### config.mk
export PLATFORM = sky130hd
export DESIGN_NAME = pwm_multi_ch
export DESIGN_NICKNAME = d
export VERILOG_FILES = /design/src/rtl/pwm_multi_ch_pkg.sv /design/src/rtl/pwm_multi_ch_ch.sv /design/src/rtl/pwm_multi_ch.sv
export SDC_FILE = /design/constraint.sdc
export NUM_CORES = 1
export LEC_CHECK = 0
export CAP_MARGIN = 15
export CORE_MARGIN = 2
export CORE_UTILIZATION = 52
export CTS_CLUSTER_DIAMETER = 50
export CTS_CLUSTER_SIZE = 24
export DETAILED_ROUTE_END_ITERATION = 6
export PLACE_DENSITY = 0.68
export SETUP_SLACK_MARGIN = 0.02
export SYNTH_ARGS = -nofsm -noshare
export SYNTH_HDL_FRONTEND = slang
export SYNTH_HIERARCHICAL = 1
export SYNTH_SLANG_ARGS = --single-unit
### constraint.sdc
create_clock -name clk -period 7.4 [get_ports clk]
set_input_delay 1.48 -clock clk [delete_from_list [all_inputs] [get_ports clk]]
set_output_delay 1.48 -clock clk [all_outputs]
set_load 0.03 [all_outputs]
### src/rtl/pwm_multi_ch_pkg.sv
// pwm_multi_ch_pkg: mode/select encodings and helpers shared by the multi-channel PWM
package pwm_multi_ch_pkg;
  localparam logic [1:0] MODE_STATIC = 2'd0;
  localparam logic [1:0] MODE_RAMP   = 2'd1;
  localparam logic [1:0] MODE_TRI    = 2'd2;
  localparam logic [1:0] MODE_RSVD   = 2'd3;
  localparam logic [1:0] SEL_DUTY    = 2'd0;
  localparam logic [1:0] SEL_STEP    = 2'd1;
  localparam logic [1:0] SEL_MODE    = 2'd2;
  localparam logic [1:0] SEL_PERIOD  = 2'd3;
  typedef enum logic {UP, DN} dir_t;
  function automatic int chw(input int n);
    return (n > 1) ? $clog2(n) : 1;
  endfunction
endpackage

### src/rtl/pwm_multi_ch_ch.sv
// pwm_multi_ch_ch: one PWM channel with shadowed duty/step/mode and ramp/triangle stepping
module pwm_multi_ch_ch
  import pwm_multi_ch_pkg::*;
#(
  parameter int CW = 8
) (
  input  logic          clk,
  input  logic          rst_n,
  input  logic          en,
  input  logic          bnd,
  input  logic [CW-1:0] cnt,
  input  logic [CW-1:0] p_n,
  input  logic          wr_duty,
  input  logic          wr_step,
  input  logic          wr_mode,
  input  logic [CW-1:0] data,
  output logic          pwm
);
  logic [CW-1:0] duty_sh, duty_act, step_sh, duty_w, step_w, nxt;
  logic [1:0] mode_sh, mode_act, mode_w;
  logic [CW:0] sum;
  logic dirty, ramp, load, up_hit, dn_hit;
  dir_t dir, dir_in, dir_nx;
  // Writes in the current clock are folded in so a boundary write lands directly in active.
  always_comb begin
    duty_w = wr_duty ? data : duty_sh;
    step_w = wr_step ? data : step_sh;
    mode_w = wr_mode ? data[1:0] : mode_sh;
    dir_in = (mode_w == MODE_TRI && mode_act != MODE_TRI) ? UP : dir;
    ramp = mode_w != MODE_STATIC && mode_w != MODE_RSVD;
    load = wr_duty || dirty || !ramp;
    sum = {1'b0, duty_act} + {1'b0, step_w};
    up_hit = sum >= {1'b0, p_n};
    dn_hit = duty_act < step_w;
    nxt = duty_act;
    dir_nx = dir_in;
    if (step_w != '0 && mode_w == MODE_RAMP)
      nxt = (sum > {1'b0, p_n}) ? '0 : sum[CW-1:0];
    else if (step_w != '0 && dir_in == UP) begin
      nxt = up_hit ? p_n : sum[CW-1:0];
      dir_nx = up_hit ? DN : UP;
    end else if (step_w != '0) begin
      nxt = dn_hit ? '0 : duty_act - step_w;
      dir_nx = dn_hit ? UP : DN;
    end
  end
  always_ff @(posedge clk) begin
    if (!rst_n) begin
      duty_sh <= '0;
      duty_act <= '0;
      step_sh <= '0;
      mode_sh <= MODE_STATIC;
      mode_act <= MODE_STATIC;
      dir <= UP;
      dirty <= 1'b0;
      pwm <= 1'b0;
    end else begin
      pwm <= en && (cnt < duty_act);
      duty_sh <= duty_w;
      step_sh <= step_w;
      mode_sh <= mode_w;
      if (!en) begin
        duty_act <= duty_w;
        mode_act <= mode_w;
        dirty <= 1'b0;
        dir <= UP;
      end else if (bnd) begin
        mode_act <= mode_w;
        dirty <= 1'b0;
        duty_act <= load ? duty_w : nxt;
        dir <= load ? dir_in : dir_nx;
      end else if (wr_duty) begin
        dirty <= 1'b1;
      end
    end
  end
endmodule

### src/rtl/pwm_multi_ch.sv
// pwm_multi_ch: NCH PWM channels sharing one programmable period counter
module pwm_multi_ch
  import pwm_multi_ch_pkg::*;
#(
  parameter int NCH        = 4,
  parameter int CW         = 8,
  parameter int PERIOD_RST = 99
) (
  input  logic                  clk,
  input  logic                  rst_n,
  input  logic                  en,
  input  logic                  cfg_we,
  input  logic [chw(NCH)-1:0]   cfg_ch,
  input  logic [1:0]            cfg_sel,
  input  logic [CW-1:0]         cfg_data,
  output logic [NCH-1:0]        pwm_out,
  output logic                  cyc_end
);
  logic [CW-1:0] cnt, p_act, p_sh, p_w;
  logic bnd;
  logic [NCH-1:0] wr_duty, wr_step, wr_mode;
  assign bnd = en && cnt == p_act;
  assign p_w = (cfg_we && cfg_sel == SEL_PERIOD) ? cfg_data : p_sh;
  always_ff @(posedge clk) begin
    if (!rst_n) begin
      cnt <= '0;
      p_act <= CW'(PERIOD_RST);
      p_sh <= CW'(PERIOD_RST);
      cyc_end <= 1'b0;
    end else begin
      cnt <= (en && !bnd) ? cnt + CW'(1) : '0;
      cyc_end <= bnd;
      p_sh <= p_w;
      if (!en || bnd) p_act <= p_w;
    end
  end
  // Channel indices at or above NCH never match, so such writes are dropped.
  for (genvar i = 0; i < NCH; i++) begin : g_ch
    assign wr_duty[i] = cfg_we && cfg_sel == SEL_DUTY && int'(cfg_ch) == i;
    assign wr_step[i] = cfg_we && cfg_sel == SEL_STEP && int'(cfg_ch) == i;
    assign wr_mode[i] = cfg_we && cfg_sel == SEL_MODE && int'(cfg_ch) == i;
    pwm_multi_ch_ch #(.CW(CW)) u_ch (
      .clk(clk),
      .rst_n(rst_n),
      .en(en),
      .bnd(bnd),
      .cnt(cnt),
      .p_n(p_w),
      .wr_duty(wr_duty[i]),
      .wr_step(wr_step[i]),
      .wr_mode(wr_mode[i]),
      .data(cfg_data),
      .pwm(pwm_out[i])
    );
  end
endmodule

==> impl_metrics.yaml <==
outcome:
  status: "completed"
finish:
  post_layout_cell_count: 1718
  layout-drive-gt1-share_pct: 9.64
  nFillCells: 2005
  area_growth_pct: 8.25
  design.final.nets: 1577
global_route:
  grt_antenna_before_repair: 0
  maximum_number_of_pins_on_one_net_before_global_route_repair: 73
  via_count_of_the_first_global_routing_pass: 9942
  grt.overflow.total: 0
  grt_first_pass_wirelength_mm: 54.1
  grtUsageTotal_pct: 28.8
logic_synthesis:
  yosysSeqAreaShare_pct: 24.8
  post_synthesis_sequential_element_count: 149
  area_leader_netlist: "sky130_fd_sc_hd__dfxtp_1"
  cell_area_after_technology_mapping_sq_um: 12000
  synth.top_cell.area_share_pct: 24.8
  synth.yosys.warnings: 6
  synth_nets: 1565
  asyncSetResetFlopFracSynth_pct: 0
  synth_edf_count: 0
  netlist_top_cells_area: "sky130_fd_sc_hd__dfxtp_1, sky130_fd_sc_hd__ha_1, sky130_fd_sc_hd__mux2i_1"
  postSynthCellCount: 1408
  post_synthesis_cell_type_count: 108
  dominantRegCellSynth: "sky130_fd_sc_hd__dfxtp_1"
  avgSynthCellArea_sq_um: 8.53
hold_path:
  hold_path_depth: 1
  min-delay-start: "g_ch[3].u_ch/mode_act[1]$_SDFFE_PN0P_"
  min-delay-path-class: "reg -> reg"
  holdPathEnd: "g_ch[3].u_ch/mode_act[1]$_SDFFE_PN0P_"
cts:
  clockRootBuffer: "sky130_fd_sc_hd__clkbuf_16"
  ctsHoldBuffers: 0
  clock_insertion_delay_worst_skew_ns: 0.43
  clock_tree.htree_level_count: 4
  clock_path_buffers: 2
  cts_num_sinks: 149
  postCtsResizedCells: 0
  cts_inserted_buffers: 17
  clock_tree_from_tritoncts: "yes"
  post-cts-setup-buffers: 0
  cts.reportedPaths.clkPinSlew_ns: 0.06
job:
  maxCapViolCount: 0
detailed_routing:
  detailedRoute.firstIterationViolations: 810
  antenna_left: 0
  postRouteWirelength_mm: 34.7
  num_vias: 10550
  post_drt_via_cell_ratio: 6.14
  drt_first_pass_iters: 5
  routedWlPerCell_um: 20.2
  drc: 0
power_and_ir_drop:
  netSwitchingFraction_pct: 31.1
  power_density_nw_per_um2: 165
  clock_power_share_pct: 38.6
  ir_worst_vdd_uv: 136
  pwr-share-seq_pct: 39.4
  static-leakage-power_nw: 5.51
  internal-power_mw: 1.48
  power.combinational.fraction_pct: 22.0
  p_sw_mw: 0.667
critical_path:
  r2r_setup_slack_ns: 3.32
  reg2regPathDepth: 16
  crit_type: "in -> reg"
  timing.rr.end: "g_ch[2].u_ch/duty_act[6]$_SDFFE_PN0P_"
  worstSetupStartpointType: "input port"
  required_ns: 7.70
  cp-startpoint: "cfg_we"
  critical_path_peak_fanout: 12
  cp.arrival_ns: 6.63
  critical_path.reg2reg.startpoint: "g_ch[2].u_ch/step_sh[0]$_SDFF_PN0_"
  worstSetupEndpointType: "flip-flop"
timing:
  finalCriticalPeriod_ns: 6.33
  achievable-frequency_mhz: 158
  clock_skew_ns: 0.00687
  number_of_pins_exceeding_their_max_slew_limit_in_the_final_report: 0
  unrepaired_setup_endpoints_after_global_routing: "no"
  timing_hold_violations_final: 0
  slew_limit_headroom_pct: 31.8
  finalSetupTns_ns: 0
  setup_viol_count_final: 0
  period_share_pct: 85.5
  worst-slew-pin-transition_ns: 1.02
placement:
  place.detailed.hpwl_mm: 25.5
  placement.io_buffers: 20
  placed_cells_incl_taps: 1686
  globalplace.congestion: 0.926
die:
  placeableCoreArea_sq_um: 22600
  die_width_um: 156
  pin_count: 21
  die_area_sq_um: 24300
  row_count: 55
  chipHeight_um: 156
  start_util_pct: 53.0
[registers in the layout (all words and copies together) (netlist names)]
| signal | cells |
|---|---|
| g_ch.u_ch/dirty | 4 |
| p_sh | 8 |
| g_ch.u_ch/duty_sh | 32 |
| g_ch.u_ch/step_sh | 32 |
| g_ch.u_ch/duty_act | 32 |
| g_ch.u_ch/pwm | 4 |
| cnt | 8 |
| p_act | 8 |
| g_ch.u_ch/mode_act | 8 |
| g_ch.u_ch/mode_sh | 8 |
| g_ch.u_ch/dir | 4 |
| cyc_end | 1 |
[final cells by class]
class / instances / area [sq um] / share of cell area [%]
multi-input cells: 1073 / 8230 / 63.3
clock inverters: 12 / 105 / 0.809
clock buffers: 19 / 443 / 3.41
well taps: 285 / 357 / 2.74
inverters: 136 / 510 / 3.93
repair buffers: 43 / 370 / 2.85
diodes: 1 / 2.50 / 0.0193
flip-flops and latches: 149 / 2980 / 22.9
[power groups by stage]
stage / clock network, mW / logic, mW / registers (mW)
global placement: 0 / 0.457 / 0.862
finish: 0.828 / 0.472 / 0.845
CTS: 0.843 / 0.463 / 0.844
detailed placement: 0 / 0.459 / 0.862
global route: 0.874 / 0.511 / 0.847
floorplan: 0 / 0.327 / 0.858
[cells in the mapped netlist (all sizes together), types with 11 or more instances]
| library cell | number |
|---|---|
| o21a | 12 |
| nor2 | 93 |
| xor2 | 19 |
| dfxtp | 149 |
| and2 | 27 |
| xnor2 | 36 |
| ha | 133 |
| a21oi | 64 |
| nand2b | 25 |
| and3 | 11 |
| mux2 | 16 |
| nand3 | 29 |
| inv | 136 |
| buf | 19 |
| a211oi | 22 |
| o211ai | 14 |
| nand2 | 70 |
| mux2i | 64 |
| a21o | 23 |
| nor2b | 78 |
| a221oi | 26 |
| o22ai | 20 |
| nor4 | 16 |
| nand4 | 12 |
| o21ai | 61 |
| nor3 | 37 |
| clkbuf | 29 |
[layer usage]
metal | GRT usage (%) | share of wire (%) | wire, um
met1 | 38.0 | 45 | 15600
met2 | 46.5 | 45 | 15800
met3 | 4.83 | 6.0 | 2070
met4 | 12.3 | 3.5 | 1220
met5 | 0 | 0 | 0
[cells by family (layout without fill, tap and decap cells)]
logic type | Yosys count | after routing | synth area share [%]
simple gates | 449 | 449 | 21.1
xor+xnor | 55 | 55 | 4.01
fa+ha+maj | 141 | 141 | 15.2
other cells | 0 | 1 | 0
flops | 149 | 149 | 24.8
mux | 80 | 80 | 6.93
buf+inv | 186 | 210 | 6.72
compound gates | 348 | 348 | 21.2
[placed cells by master, fill, tap and decap left out, types with 6 or more instances in the layout]
cell type	n
sky130_fd_sc_hd__dfxtp_1	149
sky130_fd_sc_hd__inv_1	136
sky130_fd_sc_hd__ha_1	133
sky130_fd_sc_hd__nor2_1	93
sky130_fd_sc_hd__nor2b_1	76
sky130_fd_sc_hd__nand2_1	66
sky130_fd_sc_hd__mux2i_1	64
sky130_fd_sc_hd__a21oi_1	63
sky130_fd_sc_hd__o21ai_0	45
sky130_fd_sc_hd__xnor2_1	36
sky130_fd_sc_hd__nor3_1	32
sky130_fd_sc_hd__nand3_1	27
sky130_fd_sc_hd__nand2b_1	24
sky130_fd_sc_hd__buf_4	24
sky130_fd_sc_hd__a221oi_1	23
sky130_fd_sc_hd__a21o_1	22
sky130_fd_sc_hd__a211oi_1	22
sky130_fd_sc_hd__and2_1	21
sky130_fd_sc_hd__xor2_1	19
sky130_fd_sc_hd__clkdlybuf4s50_1	19
sky130_fd_sc_hd__clkbuf_16	17
sky130_fd_sc_hd__o22ai_1	16
sky130_fd_sc_hd__nor4_1	14
sky130_fd_sc_hd__o211ai_1	14
sky130_fd_sc_hd__mux2_2	13
sky130_fd_sc_hd__nand4_1	12
sky130_fd_sc_hd__and3_1	11
sky130_fd_sc_hd__o21ai_1	11
sky130_fd_sc_hd__o21a_1	10
sky130_fd_sc_hd__o211a_1	10
sky130_fd_sc_hd__a31oi_1	9
sky130_fd_sc_hd__fa_1	8
sky130_fd_sc_hd__o21bai_1	7
sky130_fd_sc_hd__a211o_1	7
sky130_fd_sc_hd__a22oi_1	6
sky130_fd_sc_hd__a221o_1	6
sky130_fd_sc_hd__nor3b_1	6
[critical path, stage by stage]
cell                              delay [ns]
sky130_fd_sc_hd__clkdlybuf4s50_1        0.59
sky130_fd_sc_hd__or3b_2                 0.53
sky130_fd_sc_hd__nor2_1                 0.14
sky130_fd_sc_hd__buf_4                  0.24
sky130_fd_sc_hd__mux2i_1                0.42
sky130_fd_sc_hd__inv_1                  0.15
sky130_fd_sc_hd__fa_1                   0.48
sky130_fd_sc_hd__nand2b_1               0.13
sky130_fd_sc_hd__a221oi_1               0.09
sky130_fd_sc_hd__nor2_1                 0.11
sky130_fd_sc_hd__o21ai_0                0.11
sky130_fd_sc_hd__xnor2_1                0.23
sky130_fd_sc_hd__ha_1                   0.29
sky130_fd_sc_hd__a22oi_1                0.21
sky130_fd_sc_hd__o211ai_1               0.11
sky130_fd_sc_hd__o221a_2                0.29
sky130_fd_sc_hd__nor4_4                 0.25
sky130_fd_sc_hd__nor2_1                 0.17
sky130_fd_sc_hd__a2111oi_0              0.47
sky130_fd_sc_hd__o22ai_1                0.11
[how the worst max path moves through the flow]
stage,to,slack [ns],depth (start not counted)
5_1_grt,g_ch[0].u_ch/duty_act[2]$_SDFFE_PN0P_,0.70,20
3_3_place_gp,g_ch[2].u_ch/duty_act[2]$_SDFFE_PN0P_,0.80,20
6_report,g_ch[0].u_ch/duty_act[2]$_SDFFE_PN0P_,1.07,20
2_1_floorplan,g_ch[0].u_ch/duty_act[6]$_SDFFE_PN0P_,1.72,19
4_1_cts,g_ch[0].u_ch/duty_act[2]$_SDFFE_PN0P_,1.11,20
3_5_place_dp,g_ch[0].u_ch/duty_act[2]$_SDFFE_PN0P_,0.67,20
[stage by stage]
stage	utilization, %	hold WS [ns]	setup WS [ns]	total power, mW	instance area [sq um]
6_report	57.4	0.492	1.07	2.15	13000
5_1_grt	57.4	0.504	0.705	2.23	13000
4_1_cts	57.4	0.495	1.11	2.15	13000
3_5_place_dp	55.0	0.479	0.666	1.32	12400
3_3_place_gp	55.0	0.469	0.803	1.32	12400
2_1_floorplan	-	0.458	1.72	1.19	12000
Power figures use the tool's default switching activity.
